### src/rtl/quad_enc_ctrl.sv
// Sequencing controller for a quadrature decoder: decoder reset/multiplier ownership,
// index homing, fault latching and periodic position/velocity snapshots on a valid/ready stream.
module quad_enc_ctrl #(
   parameter int encbits      = 64,
   parameter int period_bits  = 16,
   parameter int home_timeout = 50000000,
   parameter int rst_cycles   = 2
) (
   input  logic                   clk,
   input  logic                   reset,
   input  logic                   enable,
   input  logic [period_bits-1:0] period,
   input  logic [7:0]             mult_cfg,
   input  logic                   home_req,
   input  logic                   fault_clr,
   input  logic                   stat_clr,
   input  logic                   index,
   input  logic [encbits-1:0]     enc_count,
   input  logic                   enc_faultn,
   output logic                   enc_resetn,
   output logic [7:0]             enc_multiplier,
   output logic                   s_valid,
   input  logic                   s_ready,
   output logic [encbits-1:0]     s_pos,
   output logic [encbits-1:0]     s_delta,
   output logic                   homed,
   output logic                   fault,
   output logic                   overrun,
   output logic                   home_err,
   output logic                   busy
);

   localparam int HTW = $clog2(home_timeout + 1);
   localparam int RTW = $clog2(rst_cycles + 1);

   typedef enum logic [1:0] {IDLE, RUN, HOME_WAIT, ENC_RST} state_t;

   state_t                 state, state_nx;
   logic [RTW-1:0]         rst_tmr;
   logic [HTW-1:0]         home_tmr;
   logic [period_bits-1:0] samp_tmr;
   logic [encbits-1:0]     prev_count;
   logic                   idx_s1, idx_s2, idx_d, idx_rise;
   logic                   rst_dly, home_pend;
   logic                   run_ok, enter_rst, rst_exit, enter_home, home_to, tick;

   assign idx_rise = idx_s2 & ~idx_d;
   assign run_ok   = enable && (period != '0);

   always_ff @(posedge clk or posedge reset) begin
      if (reset) state <= ENC_RST;
      else       state <= state_nx;
   end

   always_comb begin
      state_nx = state;
      if (fault_clr) state_nx = ENC_RST;
      else begin
         case (state)
            IDLE:      if (home_req) state_nx = HOME_WAIT;
                       else if (run_ok) state_nx = RUN;
            RUN:       if (home_req) state_nx = HOME_WAIT;
                       else if (!run_ok) state_nx = IDLE;
            HOME_WAIT: if (idx_rise) state_nx = ENC_RST;
                       else if (home_tmr == '0) state_nx = IDLE;
            ENC_RST:   if (rst_tmr == '0) state_nx = run_ok ? RUN : IDLE;
            default:   state_nx = ENC_RST;
         endcase
      end
   end

   always_comb begin
      enc_resetn = (state != ENC_RST);
      busy       = (state == HOME_WAIT) || (state == ENC_RST);
      // fault_clr while already in ENC_RST restarts the reset pulse
      enter_rst  = (state_nx == ENC_RST) && ((state != ENC_RST) || fault_clr);
      rst_exit   = (state == ENC_RST) && (state_nx != ENC_RST);
      enter_home = (state_nx == HOME_WAIT) && (state != HOME_WAIT);
      home_to    = (state == HOME_WAIT) && (state_nx == IDLE);
      tick       = (state == RUN) && (samp_tmr == '0) && (state_nx != ENC_RST);
   end

   always_ff @(posedge clk or posedge reset) begin
      if (reset) begin
         idx_s1   <= 1'b0;
         idx_s2   <= 1'b0;
         idx_d    <= 1'b0;
         rst_tmr  <= RTW'(rst_cycles - 1);
         home_tmr <= '0;
         samp_tmr <= '0;
      end else begin
         idx_s1 <= index;
         idx_s2 <= idx_s1;
         idx_d  <= idx_s2;
         if (enter_rst)                              rst_tmr <= RTW'(rst_cycles - 1);
         else if (state == ENC_RST && rst_tmr != '0) rst_tmr <= rst_tmr - 1'b1;
         if (enter_home)                                 home_tmr <= HTW'(home_timeout - 1);
         else if (state == HOME_WAIT && home_tmr != '0)  home_tmr <= home_tmr - 1'b1;
         if (rst_exit) samp_tmr <= period - 1'b1;
         else if (state == RUN) samp_tmr <= (samp_tmr == '0) ? period - 1'b1 : samp_tmr - 1'b1;
      end
   end

   always_ff @(posedge clk or posedge reset) begin
      if (reset) begin
         prev_count     <= '0;
         s_pos          <= '0;
         s_delta        <= '0;
         s_valid        <= 1'b0;
         overrun        <= 1'b0;
         home_err       <= 1'b0;
         homed          <= 1'b0;
         home_pend      <= 1'b0;
         fault          <= 1'b0;
         rst_dly        <= 1'b1;
         enc_multiplier <= 8'd1;
      end else begin
         rst_dly <= (state == ENC_RST);
         if (state == IDLE || state == ENC_RST) enc_multiplier <= mult_cfg;

         if (rst_exit)  prev_count <= '0;
         else if (tick) prev_count <= enc_count;
         if (tick) begin
            s_pos   <= enc_count;
            s_delta <= enc_count - prev_count;
         end

         // a tick coinciding with a transfer keeps valid high with fresh data
         if (enter_rst)    s_valid <= 1'b0;
         else if (tick)    s_valid <= 1'b1;
         else if (s_ready) s_valid <= 1'b0;

         if (tick && s_valid && !s_ready) overrun <= 1'b1;
         else if (stat_clr)               overrun <= 1'b0;
         if (home_to)       home_err <= 1'b1;
         else if (stat_clr) home_err <= 1'b0;

         // homed is only credited for the decoder reset triggered by the index
         if (enter_rst) home_pend <= (state == HOME_WAIT) && !fault_clr;
         if (enter_home)                 homed <= 1'b0;
         else if (rst_exit && home_pend) homed <= 1'b1;

         // decoder fault pin is ignored while it is held in reset and one cycle after
         if (fault_clr) fault <= 1'b0;
         else if (!enc_faultn && state != ENC_RST && !rst_dly) fault <= 1'b1;
      end
   end

endmodule

### config.mk
export PLATFORM = sky130hd
export DESIGN_NAME = quad_enc_ctrl
export DESIGN_NICKNAME = d
export VERILOG_FILES = /design/src/rtl/quad_enc_ctrl.sv
export SDC_FILE = /design/constraint.sdc
export NUM_CORES = 1
export LEC_CHECK = 0
export BUFFER_PORTS_ARGS = -buffer_cell sky130_fd_sc_hd__buf_2
export CAP_MARGIN = 20
export CORE_MARGIN = 2
export CORE_UTILIZATION = 50
export DETAILED_ROUTE_END_ITERATION = 16
export GPL_ROUTABILITY_DRIVEN = 0
export PLACE_DENSITY_LB_ADDON = 0.05
export SLEW_MARGIN = 20
export SYNTH_ARGS = -nofsm -noshare
export SYNTH_HDL_FRONTEND = slang
export SYNTH_SLANG_ARGS = --single-unit
### constraint.sdc
create_clock -name clk -period 7.75 [get_ports clk]
set_input_delay 0.3875 -clock clk [delete_from_list [all_inputs] [get_ports clk]]
set_output_delay 0.3875 -clock clk [all_outputs]
set_load 0.05 [all_outputs]
==> metrics.cfg, run 1 <==
[timing]
tns_ns = 0
fin_crit_ns = 4.44
hold_viol = 0
max_freq_mhz = 225
maxSlewHeadroom_pct = 31.4
worst_pin_slew_ns = 1.03
setup_viol = 0
fin_skew_ns = 0.0180
slew_violations = 0
finalCritPeriodShare_pct = 57.2
rsz0062_at_grt = false

[logic_synthesis]
synth_edf_count = 0
postSynthAreaPerCell_sq_um = 8.58
post_synth_num_cell_types = 70
ys_seq_area_share_pct = 45.3
netlist_area_sq_um = 14200
synthCells = 1651
ys.flop_type = dfrtp_1
synthTopCellsByArea = dfrtp_1, nand2_1, ha_1, a21oi_1, xnor2_1
async_flop_share_pct = 100
synth_top_area_share_pct = 44.3
synth_area_leader_cell = dfrtp_1
synth_seq_cells = 256
syn_nets = 1822
yosysWarnings = 0

[floorplanning]
floorplan.initialDensity_pct = 50.8
coreArea_sq_um = 27900
die_height_um = 172
fp.dieW_um = 172
dieArea_sq_um = 29700
io_pins = 240
fp-row-count = 61

[clock_tree]
clockBufferDepth = 3
cts_root_buffer = clkbuf_16
cts_sinks = 256
cts_tree = built
clk_pin_slew_ns = 0.06
numCtsBuffers = 30
postCtsSetupBuffers = 0
cts_resized = 0
postCtsHoldBufs = 2
clk_latency_ns = 0.55
htreeDepth = 1

[routing]
viasPerCell = 5.30
via_count = 12008
drc = 0
wl_mm = 35.3
drtAntennaViolNets = 0
dr.pass1.iters = 5
drtIter0Drc = 724
wl_per_cell_um = 15.6

[global_routing]
grt.overflow.total = 0
grt_max_degree = 177
antenna_found_initial = 2
grt_first_pass_wirelength_mm = 57.5
grt_pass1_vias = 11634
grtUsageTotal_pct = 23.7

[layout]
seqCellArea_sq_um = 6410
drive_gt1_share_pct = 17.0
area_growth_pct = 17.8
nets = 2033
multi_input_area_sq_um = 7080
fillers = 2593

[pwr]
p_per_area_nw_per_um2 = 254
peakVddDrop_mv = 0.289
power_uw = 4240
p_leak_uw = 0.00779

[worst_setup_path]
critPathLaunchType = register
cp_max_fo = 160
arrival_ns = 4.93
crit_required_ns = 8.24
endpoint_kind = register
crit_family = compound AO/OA/AOI/OAI gates
critical-path-slowest-cell = a311oi_1
crit_buf_inv = 2
slowest_delay_ns = 0.69
crit_type = reg -> reg
crit_chain = inv_1, ha_1, a311oi_1, a21oi_1, o311ai_0, a311oi_4, or2_4, buf_12, or3_1, o31a_1, nand2_1

[flow_run]
cap_violations = 0

[placed_design]
portBuffers = 239
dpl.hpwl_mm = 25.4

[outcome]
status = complete, no violations

[min_path]
hold_class = in -> reg

[synth_stat cells (10+ instances only)]
master,number
nand2_1,394
dfrtp_1,251
a21oi_1,165
inv_1,103
o21ai_0,103
nor2_1,85
ha_1,73
xnor2_1,63
clkbuf_1,51
nor3_1,34
xor2_1,32
a21o_1,26
nand3_1,25
or3_1,17
nand2b_1,16
nand4_1,16
buf_2,13
o21ai_1,12
a31oi_1,11
o211ai_1,10
o21bai_1,10
o31ai_1,10
[per-stage QoR]
stage / hold slack (ns) / setup slack (ns) / cells / cell area, sq um / util [%]
finish: 0.0478 / 3.31 / 2265 / 16700 / 59.9
global route: 0.0434 / 2.97 / 2264 / 16700 / 59.9
CTS: 0.0209 / 3.32 / 2264 / 16700 / 59.9
detailed placement: 0.336 / 3.32 / 2206 / 15600 / 56.1
global placement: 0.337 / 3.45 / 2206 / 15600 / 56.1
floorplan: 0.331 / 0.329 / 1651 / 14200 / -
[layout make-up]
cell class / count / area share [%]
inverter: 104 / 2.38
multi-input combinational: 1223 / 42.5
clock inverter: 15 / 1.11
clock buffer: 41 / 5.05
sequential: 256 / 38.4
antenna: 1 / 0.0150
timing repair buffer: 247 / 7.71
tap: 378 / 2.83
[layer usage]
metal,vias up,routed length [um],global-route usage (%)
met3,52,1840,4.44
met2,280,16200,38.7
met5,-,13,0
met1,5606,16400,32.8
met4,2,776,5.44
li1,6068,-,-
[placed cells by master, fill, tap and decap left out, drive strengths merged, types with 17 or more instances in the layout]
cell type / count
nor2: 87
clkbuf: 41
buf: 245
a21oi: 165
inv: 103
ha: 73
nand2: 394
xor2: 32
or3: 17
nor3: 34
a21o: 26
o21ai: 115
dfrtp: 251
nand3: 25
xnor2: 63
[cell families after synthesis]
kind of cell             after synthesis  synth area share [%]
XOR/XNOR                              95                  5.87
AND/OR/NAND/NOR                      634                  19.6
AO/OA/AOI/OAI                        410                  17.1
buffers and inverters                172                  4.83
multiplexers                          10                 0.777
flip-flops                           256                  45.3
adder cells (fa/ha/maj)               74                  6.59
[worst reg2reg max path, delay by kind of cell (launching register included)]
kind,cells,cell delay (ns)
buf+inv,2,0.50
simple gates,3,1.16
compound gates,5,1.90
flops,1,0.55
fa+ha+maj,1,0.29
[flip-flops by register name (all words and copies together) (netlist names)]
register,count
idx_s1,1
s_valid,1
idx_d,1
enc_multiplier,8
home_tmr,26
home_pend,1
state,2
prev_count,64
overrun,1
s_pos,64
home_err,1
homed,1
samp_tmr,16
rst_tmr,2
rst_dly,1
idx_s2,1
fault,1
s_delta,64
[report_power, final]
group	switching, uW	internal [uW]	total (uW)
clock network	555	893	1450
registers	95.4	1480	1580
logic	855	354	1210
total	1510	2730	4240
[path summary, 6_finish.rpt]
| check | start | end | slack, ns | cells past startpoint |
|---|---|---|---|---|
| max | state[0] | s_delta[62] | 3.31 | 11 |
| min | fault_clr | fault | 0.05 | 2 |
| max reg2reg | state[0] | s_delta[62] | 3.31 | 11 |
| min reg2reg | idx_s1 | idx_s2 | 0.35 | 0 |
| max in group asynchronous | reset | rst_tmr[1] | 5.94 | 4 |
| min in group asynchronous | reset | s_delta[50] | 0.47 | 3 |
No activity file was read; power rests on OpenSTA's default activity.
==> run 2: changes to the inputs <==
Clock period 7.75 ns to 4.5 ns, I/O delays scaled along.
==> run 2 against run 1 <==
Largest power group unchanged. Final cell count rose by 3.4%. Hold slack got worse by 0.034 ns. Final area rose by 4.8%.
==> metrics.cfg, run 2 (same netlist as run 1, synthesis figures left out) <==
[worst_setup_path]
slowest_delay_ns = 0.67  ; -0.02 ns
crit_chain = inv_1, ha_1, a311oi_1, a21oi_1, o311ai_0, a311oi_4, or2_4, or3_1, o31a_1, nand2_1
critPathLaunchType = register
crit_required_ns = 4.99  ; -3.25 ns
arrival_ns = 4.14  ; -0.79 ns
crit_type = reg -> reg
reg2reg_slack_ns = 0.85  ; -2.46 ns
critical-path-slowest-cell = o311ai_0
crit_family = compound AO/OA/AOI/OAI gates
endpoint_kind = register
cp_max_fo = 18  ; -89%
crit_buf_inv = 1  ; -1

[timing]
fin_crit_ns = 3.65  ; -0.790 ns
finalCritPeriodShare_pct = 81.0  ; +24 points
rsz0062_at_grt = false
whs_ns = 0.0142  ; -0.0336 ns
max_freq_mhz = 274  ; +22%
maxSlewHeadroom_pct = 39.6  ; +8.2 points
fin_skew_ns = 0.0256  ; +0.00766 ns
tns_ns = 0  ; unchanged
setup_viol = 0  ; unchanged
slew_violations = 0  ; unchanged
hold_viol = 0  ; unchanged
worst_pin_slew_ns = 0.905  ; -0.124 ns

[clock_tree]
postCtsSetupBuffers = 0  ; unchanged
cts_resized = 0  ; unchanged
numCtsBuffers = 29  ; -3.3%
cts_sinks = 256  ; unchanged
htreeDepth = 1  ; unchanged
postCtsHoldBufs = 78  ; +76
clk_pin_slew_ns = 0.06  ; about the same
cts_root_buffer = clkbuf_16
clockBufferDepth = 3  ; unchanged
cts_tree = built
clk_latency_ns = 0.55  ; about the same

[layout]
largest_registers = prev_count (64), s_delta (64), s_pos (64)
final_common_cell = nand2_1
area_growth_pct = 23.4
fillers = 2509  ; -3.2%
drive_gt1_share_pct = 16.5  ; -0.55 points
nets = 2115  ; +4.0%
most-common-layout-cells = nand2_1, dfrtp_1, buf_2, a21oi_1, o21ai_0

[routing]
drtIter0Drc = 815  ; +13%
wl_mm = 36.1  ; +2.3%
viasPerCell = 5.31  ; +0.17%
dr.pass1.iters = 5  ; unchanged
drc = 0  ; unchanged
via_count = 12432  ; +3.5%
wl_per_cell_um = 15.4  ; -1.0%
drtAntennaViolNets = 0  ; unchanged

[pwr]
swShare_pct = 35.1  ; -0.39 points
seqPwrFrac_pct = 37.1  ; -0.2 points
combPwrFrac_pct = 29.5  ; +0.9 points
switchingPower_uw = 2580  ; +71%
p_per_area_nw_per_um2 = 420  ; +65%
clkPwrFrac_pct = 33.3  ; -0.9 points
p_leak_uw = 0.00811  ; +4.2%
p_int_uw = 4760  ; +74%
peakVddDrop_mv = 0.381  ; +32%

[floorplanning]
io_pins = 240  ; unchanged
coreArea_sq_um = 27900  ; unchanged
dieArea_sq_um = 29700  ; unchanged
die_height_um = 172  ; unchanged
fp-row-count = 61  ; unchanged
floorplan.initialDensity_pct = 50.8  ; unchanged
fp.dieW_um = 172  ; unchanged

[global_routing]
grt.overflow.total = 0  ; unchanged
antenna_found_initial = 2  ; unchanged
grt_first_pass_wirelength_mm = 59.0  ; +2.6%
grt_max_degree = 156  ; -12%
grtUsageTotal_pct = 24.3  ; +0.62 points
grt_pass1_vias = 11983  ; +3.0%

[flow_run]
cap_violations = 0  ; unchanged

[placed_design]
dpl.hpwl_mm = 25.8  ; +1.4%
portBuffers = 239  ; unchanged

[min_path]
hold_class = in -> reg

[outcome]
status = complete, no violations

-- run 2: cell count changes in the layout (fill, tap and decap cells not counted), moves of 2 or more --
cell	delta
buf_12	+2
buf_4	+5
clkbuf_1	-3
clkbuf_16	-2
clkbuf_8	+8
clkinv_2	-8
clkinv_4	-2
dlygate4sd3_1	+76
-- run 2: cell type report --
type	count	area [sq um]	share of cell area, %
Clock inverter	4	97.6	0.558
Clock buffer	44	892	5.10
Tap cell	378	473	2.71
Inverter	104	394	2.25
Timing Repair Buffer	330	2120	12.2
Multi-Input combinational cell	1223	7080	40.5
Sequential cell	256	6410	36.7
Antenna cell	2	5.00	0.0286
-- run 2: power groups by stage --
stage          Clock (uW)  Sequential, uW  Combinational (uW)
6_report             2440            2720                2170
5_1_grt              2590            2760                2380
4_1_cts              2490            2720                2180
3_5_place_dp            0            2760                2120
3_3_place_gp            0            2760                2090
2_1_floorplan           0            3160                1130
-- run 2: routing by layer --
metal | vias to the layer above | wire length (um) | global-route usage [%]
met5 | - | 0 | 0
met4 | 0 | 1110 | 7.34
met3 | 71 | 2160 | 4.33
met2 | 334 | 16500 | 39.7
met1 | 5806 | 16300 | 33.0
li1 | 6221 | - | -
-- run 2: metrics by stage --
step                      utilization (%)  instance area [sq um]  total power [uW]  setup WS [ns]  std cells
after floorplan                         -                  14200              4290          0.907       1651
after global placement               56.4                  15700              4850          0.976       2213
after detailed placement             56.4                  15700              4880          0.879       2213
after CTS                            62.7                  17500              7390          0.864       2339
after global routing                 62.8                  17500              7720          0.557       2341
final                                62.8                  17500              7330          0.854       2341
-- run 2: path summary, 6_finish.rpt --
kind	depth (start not counted)	from	endpoint
setup / recovery	10	state[0]	s_delta[62]
hold / removal	3	enc_count[9]	s_pos[9]
setup reg to reg	10	state[0]	s_delta[62]
hold reg to reg	0	idx_s1	idx_s2
max in group asynchronous	4	reset	prev_count[46]
min in group asynchronous	4	reset	s_pos[3]
-- run 2: worst min-delay path, delay by kind of cell --
family,cells,cell delay (ns)
simple gates,2,0.18
buf+inv,1,0.11
==> run 3: changes to the inputs <==
Settings changed: ABC_AREA set to 1.
Clock period 4.5 ns to 3.75 ns, I/O delays scaled along.
==> run 3 against run 2 <==
Clock-buffer cell count is 7 lower. Setup slack got worse by 0.49 ns. Sequential share of layout area shrank 3.7 points. Register-to-register slack worse by 0.49 ns. Clock skew down 0.016 ns. Critical path depth rose by 5. Critical path type unchanged. Final cell count is 29% higher. Largest power group is now combinational cells. Combinational power grew to 3.4 times the previous value. Clock power grew 13%. Hold slack better by 0.092 ns. Synthesized cell count grew 39%.
==> metrics.cfg, run 3 <==
[floorplanning]
die_height_um = 184  ; +6.6%
coreArea_sq_um = 31600  ; +14%
floorplan.initialDensity_pct = 51.0  ; +0.19 points
io_pins = 240  ; unchanged
fp.dieW_um = 184  ; +6.6%
fp-row-count = 65  ; +6.6%
dieArea_sq_um = 33700  ; +14%

[logic_synthesis]
post_synth_num_cell_types = 42  ; -40%
synth_edf_count = 0  ; unchanged
yosysWarnings = 0  ; unchanged
synth_seq_cells = 256  ; unchanged
synthCells = 2291  ; +39%
netlist_area_sq_um = 16100  ; +14%
async_flop_share_pct = 100  ; unchanged
postSynthAreaPerCell_sq_um = 7.05  ; -18%
synth_most_common_cell = nand2_1
ys.flop_type = dfrtp_1
synthTopCellsByArea = dfrtp_1, nand2_1, inv_1, nor2_1, ha_1
ys_seq_area_share_pct = 39.7  ; -5.6 points
synth_area_leader_cell = dfrtp_1
yosys-top-cells-count = nand2_1, inv_1, nor2_1
synth_top_area_share_pct = 38.9  ; -5.4 points
syn_nets = 2462  ; +35%

[clock_tree]
cts_root_buffer = clkbuf_16
numCtsBuffers = 28  ; -3.4%
clk_pin_slew_ns = 0.06  ; about the same
cts_tree = built
clockBufferDepth = 3  ; unchanged
htreeDepth = 1  ; unchanged
cts_sinks = 256  ; unchanged
clk_latency_ns = 0.56  ; about the same
postCtsSetupBuffers = 0  ; unchanged

[routing]
drc = 0  ; unchanged
wl_mm = 47.2  ; +31%
wl_per_cell_um = 15.6  ; +1.4%
dr.pass1.iters = 6  ; +1
via_count = 15772  ; +27%
viasPerCell = 5.23  ; -1.5%
drtIter0Drc = 1212  ; +49%
drtAntennaViolNets = 0  ; unchanged

[layout]
most-common-layout-cells = nand2_1, inv_1, nor2_1, dfrtp_1, buf_2
nets = 2765  ; +31%
drive_gt1_share_pct = 12.7  ; -3.7 points
area_growth_pct = 20.3
fin_area_sq_um = 19400  ; +11%
largest_registers = prev_count (64), s_delta (64), s_pos (64)
final_common_cell = nand2_1
diodes = 0  ; -2

[timing]
rsz0062_at_grt = false
fin_crit_ns = 3.38  ; -0.263 ns
fin_ws_ns = 0.366  ; -0.487 ns
hold_viol = 0  ; unchanged
tns_ns = 0  ; unchanged
fin_skew_ns = 0.0101  ; -0.0156 ns
slew_violations = 0  ; unchanged
maxSlewHeadroom_pct = 51.2  ; +12 points
setup_viol = 0  ; unchanged
worst_pin_slew_ns = 0.726  ; -0.179 ns
max_freq_mhz = 296  ; +7.8%
finalCritPeriodShare_pct = 90.2  ; +9.2 points

[worst_setup_path]
critPathLaunchType = register
crit_type = reg -> reg
crit_required_ns = 4.18  ; -0.81 ns
endpoint_kind = register
reg2regPathDepth = 15  ; +5
cp_max_fo = 33  ; +15
arrival_ns = 3.82  ; -0.32 ns

[global_routing]
grtUsageTotal_pct = 28.2  ; +3.9 points
grt.overflow.total = 0  ; unchanged
grt_pass1_vias = 14857  ; +24%
grt_max_degree = 107  ; -31%
grt_first_pass_wirelength_mm = 76.7  ; +30%
antenna_found_initial = 0  ; -2

[placed_design]
dpl.hpwl_mm = 35.8  ; +39%
place_area_sq_um = 17700  ; +13%
portBuffers = 239  ; unchanged
place_worst_setup_slack_ns = 0.442  ; -0.436 ns

[min_path]
hold_class = in -> reg
min_delay_path_depth = 6  ; +3

[pwr]
p_per_area_nw_per_um2 = 713  ; +70%
p_leak_uw = 0.0100  ; +24%
peakVddDrop_mv = 0.555  ; +46%

[flow_run]
cap_violations = 0  ; unchanged

[outcome]
status = complete, no violations

[run 3: worst paths after layout]
kind                            from      endpoint  slack (ns)
setup reg to reg            state[0]  samp_tmr[10]        0.37
max in group asynchronous      reset  samp_tmr[10]        2.65
hold / removal             period[2]   samp_tmr[2]        0.11
setup / recovery            state[0]  samp_tmr[10]        0.37
min in group asynchronous      reset     s_pos[57]        0.19
hold reg to reg               idx_s1        idx_s2        0.36
[run 3: area by class of cell]
| class | count | area [sq um] |
|---|---|---|
| repair buffers | 335 | 2160 |
| clock inverters | 12 | 133 |
| fillers | 2949 | 12200 |
| clock buffers | 37 | 786 |
| well taps | 402 | 503 |
| inverters | 276 | 1040 |
| flip-flops and latches | 256 | 6410 |
| multi-input cells | 1697 | 8390 |
[run 3: worst max-delay path: stages (launching register included)]
cell and delay, ns:
dfstp_2 0.57, ha_1 0.20, inv_1 0.30, o31ai_1 0.31
nand3_1 0.09, o21ai_0 0.08, inv_1 0.06, nand2_1 0.06
nand2_1 0.06, nand2_2 0.15, nand2_4 0.21, nand2_2 0.13
buf_4 0.32, nand2_1 0.41, nand2_1 0.21, nand2_1 0.07
[run 3: repair_timing]
action | 4_1_cts | 5_1_grt
resized for setup | 0 | 0
hold endpoints to repair | 155 | 0
hold buffers | 78 | 0
[run 3: kinds of logic (layout without fill, tap and decap cells)]
kind of cell / count (synthesis) / count (layout) / synth area share (%)
flip-flops: 256 / 256 / 39.7
AO/OA/AOI/OAI: 353 / 353 / 11.5
multiplexers: 8 / 8 / 0.558
adder cells (fa/ha/maj): 74 / 74 / 5.78
AND/OR/NAND/NOR: 1171 / 1171 / 29.1
XOR/XNOR: 91 / 91 / 4.94
buffers and inverters: 338 / 660 / 8.45
[run 3: per-layer routing]
layer	vias up	wire, um	track usage [%]
met5	-	0	0
met4	0	1210	7.04
met3	80	3600	4.60
met2	584	20100	43.7
li1	7846	-	-
met1	7262	22200	41.3
[run 3: where the power goes]
group          internal [uW]  switching (uW)
clock                   1610            1150
combinational           2230            5060
sequential              3390             402
[run 3: stage by stage]
step	hold WS, ns	utilization (%)	cells	power (uW)
2_1_floorplan	0.219	-	2291	9080
3_3_place_gp	0.230	56.0	2888	10800
3_5_place_dp	0.227	56.0	2888	10900
4_1_cts	0.0843	61.4	3015	13800
5_1_grt	0.114	61.4	3015	14900
6_report	0.107	61.4	3015	13800
